<file path="config.mk">
export PLATFORM = sky130hd
export DESIGN_NAME = muldiv_unit_flat
export DESIGN_NICKNAME = d
export VERILOG_FILES = /design/src/rtl/muldiv_unit_if.sv /design/src/rtl/muldiv_unit.sv /design/src/flat_wrapper.sv
export SDC_FILE = /design/constraint.sdc
export NUM_CORES = 1
export LEC_CHECK = 0
export ABC_AREA = 0
export BUFFER_PORTS_ARGS = -buffer_cell sky130_fd_sc_hd__buf_2
export CORE_MARGIN = 1
export CORE_UTILIZATION = 40
export CTS_CLUSTER_DIAMETER = 200
export CTS_CLUSTER_SIZE = 28
export DETAILED_ROUTE_END_ITERATION = 7
export GPL_ROUTABILITY_DRIVEN = 0
export PLACE_DENSITY = 0.6
export SLEW_MARGIN = 20
export SYNTH_ARGS = -nofsm -noshare
export SYNTH_HDL_FRONTEND = slang
export SYNTH_SLANG_ARGS = --single-unit
</file>
<file path="constraint.sdc">
create_clock -name clk -period 8.65 [get_ports clk]
set_input_delay 0.865 -clock clk [delete_from_list [all_inputs] [get_ports clk]]
set_output_delay 0.865 -clock clk [all_outputs]
set_load 0.03 [all_outputs]
</file>
<file path="src/rtl/muldiv_unit_if.sv">
// Execute-stage bus between the pipeline and the iterative multiply/divide unit.
// The pipeline side uses the master modport; the unit uses the slave modport.
interface muldiv_unit_if #(
  parameter int WIDTH = 32
);
  logic             startE;
  logic [1:0]       opE;
  logic [WIDTH-1:0] srcaE;
  logic [WIDTH-1:0] srcbE;
  logic             mthiE;
  logic             mtloE;
  logic             mfE;
  logic             abortE;
  logic [WIDTH-1:0] hi;
  logic [WIDTH-1:0] lo;
  logic             busy;
  logic             done;
  logic             stallE;

  modport master (
    output startE, opE, srcaE, srcbE, mthiE, mtloE, mfE, abortE,
    input  hi, lo, busy, done, stallE
  );

  modport slave (
    input  startE, opE, srcaE, srcbE, mthiE, mtloE, mfE, abortE,
    output hi, lo, busy, done, stallE
  );
endinterface

</file>
<file path="src/rtl/muldiv_unit.sv">
// Iterative multiply (radix-2 shift-add) / divide (restoring) unit with HI/LO registers.
// Optional MULDIV_EARLY_OUT_EN: a multiply finishes once the remaining multiplier bits are zero.
module muldiv_unit #(
  parameter int WIDTH = 32
) (
  input logic          clk,
  input logic          reset,
  muldiv_unit_if.slave mdBus
);

  localparam int CW = $clog2(WIDTH);

  typedef enum logic [1:0] {
    IDLE = 2'd0,
    RUN  = 2'd1,
    FIX  = 2'd2
  } stateT;

  stateT                  state;
  stateT                  stateNext;
  logic [CW-1:0]          count;
  logic [2*WIDTH-1:0]     acc;
  logic [2*WIDTH-1:0]     mcand;
  logic [WIDTH-1:0]       opB;
  logic                   isDiv;
  logic                   negQ;
  logic                   negR;
  logic                   divZero;
  logic [WIDTH-1:0]       hiR;
  logic [WIDTH-1:0]       loR;
  logic                   doneR;

  logic                   signedOp;
  logic signed [WIDTH-1:0] srcaS;
  logic signed [WIDTH-1:0] srcbS;
  logic [WIDTH-1:0]       magA;
  logic [WIDTH-1:0]       magB;
  logic [WIDTH:0]         remCat;
  logic [WIDTH:0]         trial;
  logic                   qBit;
  logic [WIDTH-1:0]       newRem;
  logic [2*WIDTH-1:0]     prod;
  logic [WIDTH-1:0]       hiRes;
  logic [WIDTH-1:0]       loRes;
  logic                   lastIter;
  logic                   startAcc;
  logic                   resWr;

  function automatic logic [WIDTH-1:0] magnitude(input logic signed [WIDTH-1:0] v,
                                                 input logic isSigned);
    logic [WIDTH-1:0] r;
    r = v;
    if (isSigned && v[WIDTH-1]) r = -r;
    return r;
  endfunction

  function automatic logic [WIDTH-1:0] applySign(input logic [WIDTH-1:0] v, input logic neg);
    return neg ? -v : v;
  endfunction

  function automatic logic [2*WIDTH-1:0] applySignWide(input logic [2*WIDTH-1:0] v,
                                                       input logic neg);
    return neg ? -v : v;
  endfunction

  always_comb begin
    signedOp = ~mdBus.opE[0];
    srcaS    = mdBus.srcaE;
    srcbS    = mdBus.srcbE;
    magA     = magnitude(srcaS, signedOp);
    magB     = magnitude(srcbS, signedOp);

    // Restoring step: shift the next dividend bit into the partial remainder and trial-subtract.
    // A zero divisor leaves the remainder shifting in the dividend, so HI ends as |dividend|.
    remCat = {acc[2*WIDTH-1:WIDTH], acc[WIDTH-1]};
    trial  = remCat - {1'b0, opB};
    qBit   = ~trial[WIDTH];
    newRem = qBit ? trial[WIDTH-1:0] : remCat[WIDTH-1:0];

    prod = applySignWide(acc, negQ);
    if (isDiv) begin
      hiRes = applySign(acc[2*WIDTH-1:WIDTH], negR);
      loRes = divZero ? {WIDTH{1'b1}} : applySign(acc[WIDTH-1:0], negQ);
    end else begin
      hiRes = prod[2*WIDTH-1:WIDTH];
      loRes = prod[WIDTH-1:0];
    end

    lastIter = (count == '0);
`ifdef MULDIV_EARLY_OUT_EN
    if (!isDiv && (opB[WIDTH-1:1] == '0)) lastIter = 1'b1;
`else
`endif
  end

  always_ff @(posedge clk or negedge reset) begin
    if (!reset) state <= IDLE;
    else        state <= stateNext;
  end

  always_comb begin
    stateNext = state;
    startAcc  = 1'b0;
    resWr     = 1'b0;
    case (state)
      IDLE: begin
        if (mdBus.startE && !mdBus.abortE) begin
          startAcc  = 1'b1;
          stateNext = RUN;
        end
      end
      RUN: begin
        if (mdBus.abortE)  stateNext = IDLE;
        else if (lastIter) stateNext = FIX;
      end
      FIX: begin
        stateNext = IDLE;
        resWr     = !mdBus.abortE;
      end
      default: stateNext = IDLE;
    endcase
  end

  // Operand capture and one iteration per RUN cycle
  always_ff @(posedge clk or negedge reset) begin
    if (!reset) begin
      count   <= '0;
      acc     <= '0;
      mcand   <= '0;
      opB     <= '0;
      isDiv   <= 1'b0;
      negQ    <= 1'b0;
      negR    <= 1'b0;
      divZero <= 1'b0;
    end else if (startAcc) begin
      isDiv   <= mdBus.opE[1];
      negQ    <= signedOp & (mdBus.srcaE[WIDTH-1] ^ mdBus.srcbE[WIDTH-1]);
      negR    <= signedOp & mdBus.srcaE[WIDTH-1];
      divZero <= (mdBus.srcbE == '0);
      opB     <= magB;
      mcand   <= {{WIDTH{1'b0}}, magA};
      acc     <= mdBus.opE[1] ? {{WIDTH{1'b0}}, magA} : '0;
      count   <= CW'(WIDTH - 1);
    end else if (state == RUN && !mdBus.abortE) begin
      count <= count - CW'(1);
      if (isDiv) begin
        acc <= {newRem, acc[WIDTH-2:0], qBit};
      end else begin
        if (opB[0]) acc <= acc + mcand;
        mcand <= mcand << 1;
        opB   <= opB >> 1;
      end
    end
  end

  // Architectural HI/LO: results from FIX, otherwise mthi/mtlo only while idle and not starting
  always_ff @(posedge clk or negedge reset) begin
    if (!reset) begin
      hiR   <= '0;
      loR   <= '0;
      doneR <= 1'b0;
    end else begin
      doneR <= resWr;
      if (resWr) begin
        hiR <= hiRes;
        loR <= loRes;
      end else if (state == IDLE && !mdBus.startE) begin
        if (mdBus.mthiE) hiR <= mdBus.srcaE;
        if (mdBus.mtloE) loR <= mdBus.srcaE;
      end
    end
  end

  assign mdBus.hi     = hiR;
  assign mdBus.lo     = loR;
  assign mdBus.done   = doneR;
  assign mdBus.busy   = (state != IDLE);
  assign mdBus.stallE = mdBus.busy & (mdBus.startE | mdBus.mfE | mdBus.mthiE | mdBus.mtloE);

endmodule

</file>
<file path="src/flat_wrapper.sv">
// flat-port wrapper written by rule: the top's interface ports become plain ports
module muldiv_unit_flat 
#(
  parameter int WIDTH = 32
)
  (clk, reset, mdBus_startE, mdBus_opE, mdBus_srcaE, mdBus_srcbE, mdBus_mthiE, mdBus_mtloE, mdBus_mfE, mdBus_abortE, mdBus_hi, mdBus_lo, mdBus_busy, mdBus_done, mdBus_stallE);
  muldiv_unit_if #(.WIDTH(WIDTH)) mdBus_i ();
  input logic clk;
  input logic reset;
  input wire logic [$bits(mdBus_i.startE)-1:0] mdBus_startE;
  input wire logic [$bits(mdBus_i.opE)-1:0] mdBus_opE;
  input wire logic [$bits(mdBus_i.srcaE)-1:0] mdBus_srcaE;
  input wire logic [$bits(mdBus_i.srcbE)-1:0] mdBus_srcbE;
  input wire logic [$bits(mdBus_i.mthiE)-1:0] mdBus_mthiE;
  input wire logic [$bits(mdBus_i.mtloE)-1:0] mdBus_mtloE;
  input wire logic [$bits(mdBus_i.mfE)-1:0] mdBus_mfE;
  input wire logic [$bits(mdBus_i.abortE)-1:0] mdBus_abortE;
  output wire logic [$bits(mdBus_i.hi)-1:0] mdBus_hi;
  output wire logic [$bits(mdBus_i.lo)-1:0] mdBus_lo;
  output wire logic [$bits(mdBus_i.busy)-1:0] mdBus_busy;
  output wire logic [$bits(mdBus_i.done)-1:0] mdBus_done;
  output wire logic [$bits(mdBus_i.stallE)-1:0] mdBus_stallE;
  assign mdBus_i.startE = mdBus_startE;
  assign mdBus_i.opE = mdBus_opE;
  assign mdBus_i.srcaE = mdBus_srcaE;
  assign mdBus_i.srcbE = mdBus_srcbE;
  assign mdBus_i.mthiE = mdBus_mthiE;
  assign mdBus_i.mtloE = mdBus_mtloE;
  assign mdBus_i.mfE = mdBus_mfE;
  assign mdBus_i.abortE = mdBus_abortE;
  assign mdBus_hi = mdBus_i.hi;
  assign mdBus_lo = mdBus_i.lo;
  assign mdBus_busy = mdBus_i.busy;
  assign mdBus_done = mdBus_i.done;
  assign mdBus_stallE = mdBus_i.stallE;
  muldiv_unit #(.WIDTH(WIDTH)) u_core (.clk(clk), .reset(reset), .mdBus(mdBus_i));
endmodule
</file>
# --- Yosys cells after proc, flatten, opt, wreduce, memory -nomap -nowiden ---
# Index checks and enable logic that the tools add are counted.
word_totals:
  register_bits: 236
  input_bits: 73
  out_inout_bits: 67
  elab_cells: 90
op_classes:
  add_sub_neg: 8
  eq_ne: 5
  n_mux: 35
  n_bitwise: 9
  n_reduce_logical: 21
op_table:
  columns: ["op", "count"]
  rows:
  - ["32-bit 2-to-1 mux", 18]
  - ["64-bit 2-to-1 mux", 8]
  - ["32-bit negator", 4]
  - ["64-bit adder", 1]
  - ["64-bit negator", 1]
  - ["33-bit by 32-bit subtractor with 33-bit output", 1]
  - ["32-bit zero test", 1]
  - ["5-bit 2-to-1 mux", 2]
  - ["2-bit AND reduction", 5]
  - ["2-bit nonzero test", 5]
  - ["2-bit 2-to-1 mux", 3]
  - ["1-bit logical AND", 5]
  - ["5-bit zero test", 1]
  - ["5-bit by 1-bit subtractor with 5-bit output, second input constant", 1]
  - ["2-bit case mux with 2 select lines", 1]
  - ["1-bit AND", 3]
  - ["1-bit 2-to-1 mux", 3]
  - ["3-bit by 2-bit != test with 1-bit output, second input constant", 1]
  - ["1-bit OR", 3]
  - ["3-bit nonzero test", 1]
  - ["2-bit by 1-bit equality test with 1-bit output, second input constant", 1]
  - ["2-bit equality test, second input constant", 1]
  - ["1-bit zero test", 2]
  - ["2-bit zero test", 1]
  - ["other kinds (4)", 5]

# --- Depth between registers and ports, before layout ---
logic_depth:
  word_depth: 6
  mapped_depth: 16
  mapped_depth_nobuf: 14

# --- Worst setup path after synthesis ---
# OpenSTA, ideal clock, no wires.
synth_path:
  kind: "register -> register"
  startpoint: "register u_core.acc[32]"
  endpoint: "register u_core.acc[63]"
  setup_ns: 0.132
  arrival_time_ns: 3.595
  required_ns: 8.518
  path_slack_ns: 4.923
  stages_incl_launch_ff: 17
  path_buffers: 3
  period_less_slack_ns: 3.727
  cell_sequence: "dfrtp_1 > clkbuf_1 > inv_1 > fa_1 > nand2b_1 > a21oi_1 > o21a_1 > a21oi_1 > o211ai_1 > a31oi_1 > o21ai_0 > xor2_1 > buf_2 > clkbuf_1 > nor2_1 > a31oi_1 > nand4_1"
synth_via:
  elab_chain_cells: 5
  word_cells_on_any_way: 7
  classes_between: "add/sub: 2; mux: 5"
synth_rtl:
  columns: ["item", "line", "source"]
  rows:
  - ["from (decl)", "muldiv_unit.sv:22", "logic [2*WIDTH-1:0] acc;"]
  - ["from (signal assigned)", "muldiv_unit.sv:142", "acc <= mdBus.opE[1] ? {{WIDTH{1'b0}}, magA} : '0;"]
  - ["from (signal assigned)", "muldiv_unit.sv:147", "acc <= {newRem, acc[WIDTH-2:0], qBit};"]
  - ["from (signal assigned)", "muldiv_unit.sv:149", "if (opB[0]) acc <= acc + mcand;"]
  - ["64-bit adder / 33-bit by 32-bit subtractor with 33-bit output (equally long branches)", "muldiv_unit.sv:149, muldiv_unit.sv:76", null]
  - ["64-bit 2-to-1 mux / 32-bit 2-to-1 mux (equally long branches)", "muldiv_unit.sv:149, muldiv_unit.sv:78", null]
  - ["64-bit 2-to-1 mux *", "muldiv_unit.sv:146", "if (isDiv) begin"]
  - ["64-bit 2-to-1 mux *", "muldiv_unit.sv:144", "end else if (state == RUN && !mdBus.abortE) begin"]
  - ["64-bit 2-to-1 mux *", "muldiv_unit.sv:135", "end else if (startAcc) begin"]
# Every way passes the cells marked *; elsewhere a longest branch is shown, timed or not. The select of a mux whose other input is x is not followed.
# A chain may end at the register's enable or synchronous reset.

# --- Worst setup path in the final report ---
layout_path:
  startpoint: "register u_core.acc[31]"
  endpoint: "register u_core.acc[35]"
# The elaborated chain is that of the path after synthesis.

==> summary.md <==
| Metric | Value |
|---|---|
| Syn_area_per_cell | `7.98 um^2` |
| Layout area overhead | `7.89%` |
| Min-Delay Path Class | `input port to asynchronous set/reset pin` |
| Failing checks | `design-rule violations` |
| TritonCTS Buffers | `12` |
| Setup_tns | `0 ns` |
| Initial DRC count | `1568` |
| Synthesized Nets | `2563` |
| Largest net degree at the start of global routing | `102` |
| Ant. Diodes | `0` |
| Startpoint Class | `flop` |
| First-pass DRT Iterations | `8` |
| CP max stage cell | `buf_4` |
| Most common cell after layout, fill and taps aside | `nand2_1` |
| WL/cell | `21.7 um` |
| Routed Antenna Nets | `0` |
| Synthesized area | `19000 um^2` |
| Later-pin clock latency in the skew report | `approximately 0.53 ns` |
| Maxcap violations | `0` |
| Crit path max fanout | `43` |
| CP arrival | `4.74 ns` |
| Worst path most repeated cell | `a21oi_1` |
| Synth Flop Type | `dfrtp_1` |
| # setup viols final | `0` |
| Flop pwr share | `0.298` |
| Sw power | `roughly 3.3 mW` |
| Sinks on Clock Net | `236` |
| Die height | `about 220 um` |
| Core area | `46800 um^2` |
| Worst Setup SP | `u_core.acc[31]` |
| Commonest non-fill, non-tap cells in the layout | `nand2_1 (333), dfrtp_1 (235), a21oi_1 (223), o21ai_0 (215), nor2_1 (176)` |
| Layout cells sized above 1 | `0.0848` |
| Vias per cell | `between 6 and 7` |
| DP Wirelength | `49700 um` |
| RSZ-0062 raised after global routing | `false` |
| Worst-Margin Slew | `1.11 ns` |
| EDFF count, synth | `0` |
| Fillers | `~4700` |
| Cells after synthesis | `2387` |
| Die Wd | `220 um` |
| RR Startpoint | `u_core.acc[31]` |
| Row cnt | `79` |
| Comb pwr share | `0.597` |
| H-tree Lvls | `1` |
| Required @ worst endpoint | `9.06 ns` |
| Final Hold Viols | `0` |
| Footprint of the multi-input gates | `roughly 12000 um^2` |
| Post-CTS sizing | `0` |
| Vias in the first global route | `17500` |
| Min Tclk post-route | `~4.3 ns` |
| Sequential cell area fraction in the yosys report | `0.310` |
| Final Cell Area | `20500 um^2` |
| First-pass GRT wire length | `101000 um` |
| Routed vias | `~19000` |
| CP delay by family, top | `compound AO/OA/AOI/OAI gates` |
| GRT Total Usage | `0.270` |
| Port bufs | `between 100 and 150` |
| Initial antenna violation count | `1` |
| Total grt overflow | `0` |
| Die area | `a little under 50000 um^2` |
| R2r endpoint | `u_core.acc[35]` |
| Top-Level Pins | `140` |
| Buffers & Inverters on Critical Path | `2` |
| Slew HR | `0.259` |
| Final Max Slew Viols | `0` |
| Clk network pwr share | `0.105` |
| Worst Reg-to-Reg Cells | `15` |
| Post-CTS setup buffer count | `0` |
| Synth warnings | `0` |
| Max frequency | `0.231 GHz` |
| Power Dens Cells | `314 nW/um^2` |
| Clock transition at path regs | `~0.12 ns` |
| DRT Wirelength | `65700 um` |
| Leak | `9.07 nW` |
| Synth area leaders | `dfrtp_1 (31%), ha_1 (6.6%), nand2_1 (6.6%)` |
| Crit end category | `flop` |
| Hold_buf cts | `0` |
| Setup slack, reg-to-reg | `4.32 ns` |
| Placed cell areas | `20200 um^2` |
| Internal Power | `3.14 mW` |
| Yosys cell types | `78` |
| Skew final | `around 0.045 ns` |
| Initial Util | `0.407` |
| FF/Latch Area | `5910 um^2` |
| Yosys reg bits | `236` |
| CTS max path bufs | `3` |
| CTS tree | `done` |
| Clock root cell | `clkbuf_16` |
| Final worst-path cycle share | `0.500` |
| Status | `complete, but fails checks` |
| Cell taking the most area after synthesis | `dfrtp_1` |
| Largest stage delay, worst path | `0.50 ns` |
| Synth async-reset ratio | `1.00` |
| CP Cell Sequence | `inv_1 > ha_1 > fa_1 > nand2b_1 > a21oi_1 > o21a_1 > a21oi_1 > o211ai_1 > a31oi_1 > o21ai_0 > xor2_4 > buf_4 > mux2_2 > a21oi_1 > nor2_1` |
| Max VDD drop | `0.193 mV` |
| Residual DRC count | `14` |
| Synth top area share | `0.310` |
| Fin nets | `between 2000 and 3000` |
| Worst Path Class, Setup | `flop to flop` |
| Sw frac | `0.513` |
layout make-up:
| class | instances | share of cell area |
|---|---|---|
| flip-flops and latches | 236 | 0.288 |
| multi-input cells | 1942 | 0.603 |
| repair buffers | 161 | 0.0424 |
| clock inverters | 1 | 0.000792 |
| well taps | 607 | 0.0370 |
| inverters | 75 | 0.0137 |
| clock buffers | 14 | 0.0160 |
power groups by stage:
stage	logic, mW	registers, mW	clock network [mW]
2_1_floorplan	2.75	1.82	0
3_3_place_gp	3.74	1.91	0
3_5_place_dp	3.78	1.91	0
4_1_cts	3.80	1.89	0.695
5_1_grt	4.22	1.94	0.729
6_report	3.85	1.92	0.677
worst register-to-register path: stages (launching register included):
cell	delay [ns]
dfrtp_1	0.44
inv_1	0.13
ha_1	0.23
fa_1	0.39
nand2b_1	0.20
a21oi_1	0.23
o21a_1	0.22
a21oi_1	0.15
o211ai_1	0.30
a31oi_1	0.17
o21ai_0	0.46
xor2_4	0.16
buf_4	0.50
mux2_2	0.42
a21oi_1	0.16
nor2_1	0.05
state kept, by name, summed over array words and instances, names as in the netlist:
signal and count:
u_core.acc 64, u_core.mcand 64, u_core.mdBus.hi 32, u_core.mdBus.lo 32
u_core.opB 32, u_core.count 5, u_core.state 2, u_core.divZero 1
u_core.isDiv 1, u_core.mdBus.done 1, u_core.negQ 1, u_core.negR 1
worst max path at each step:
stage                      to  slack, ns  cells past startpoint
3_5_place_dp   u_core.acc[37]       4.40                     15
6_report       u_core.acc[35]       4.32                     15
2_1_floorplan  u_core.acc[63]       4.92                     16
5_1_grt        u_core.acc[37]       4.00                     15
3_3_place_gp   u_core.acc[35]       4.54                     15
4_1_cts        u_core.acc[35]       4.34                     15
per-stage QoR:
| step | hold slack [ns] | util | worst slack, ns | power [mW] | std cells |
|---|---|---|---|---|---|
| 3_5_place_dp | 0.466 | 0.432 | 4.40 | 5.69 | 3021 |
| 4_1_cts | 0.401 | 0.439 | 4.34 | 6.39 | 3036 |
| 6_report | 0.342 | 0.439 | 4.32 | 6.44 | 3036 |
| 2_1_floorplan | 0.440 | - | 4.92 | 4.56 | 2387 |
| 5_1_grt | 0.423 | 0.439 | 4.00 | 6.89 | 3036 |
| 3_3_place_gp | 0.463 | 0.432 | 4.54 | 5.64 | 3021 |
cell families after synthesis:
| group | share of synthesized area |
|---|---|
| compound gates | 0.258 |
| flops | 0.310 |
| buf+inv | 0.0419 |
| mux | 0.0443 |
| simple gates | 0.183 |
| xor+xnor | 0.0934 |
| fa+ha+maj | 0.0685 |
cells in the mapped netlist (all sizes together) (14+ instances only):
master  instances
a211oi         57
a21o           56
a21oi         223
a221oi         14
a22oi          23
a31oi          26
a32oi          24
and2           16
and3           15
buf            25
clkbuf        109
dfrtp         236
ha            101
inv            74
mux2i          82
nand2         334
nand2b         19
nand3          30
nand4          24
nor2          180
nor2b          29
nor3           45
nor4           21
o211ai         28
o21ai         219
o31ai          28
or3            17
xnor2         103
xor2          100
layer usage:
metal / part of all wire / track usage / vias up
li1: - / - / 8687
met1: 0.43 / 0.351 / 9004
met2: 0.47 / 0.451 / 677
met3: 0.065 / 0.0416 / 161
met4: 0.039 / 0.0972 / 0
met5: 0 / 0 / -
(Power assumes the default switching activity.)
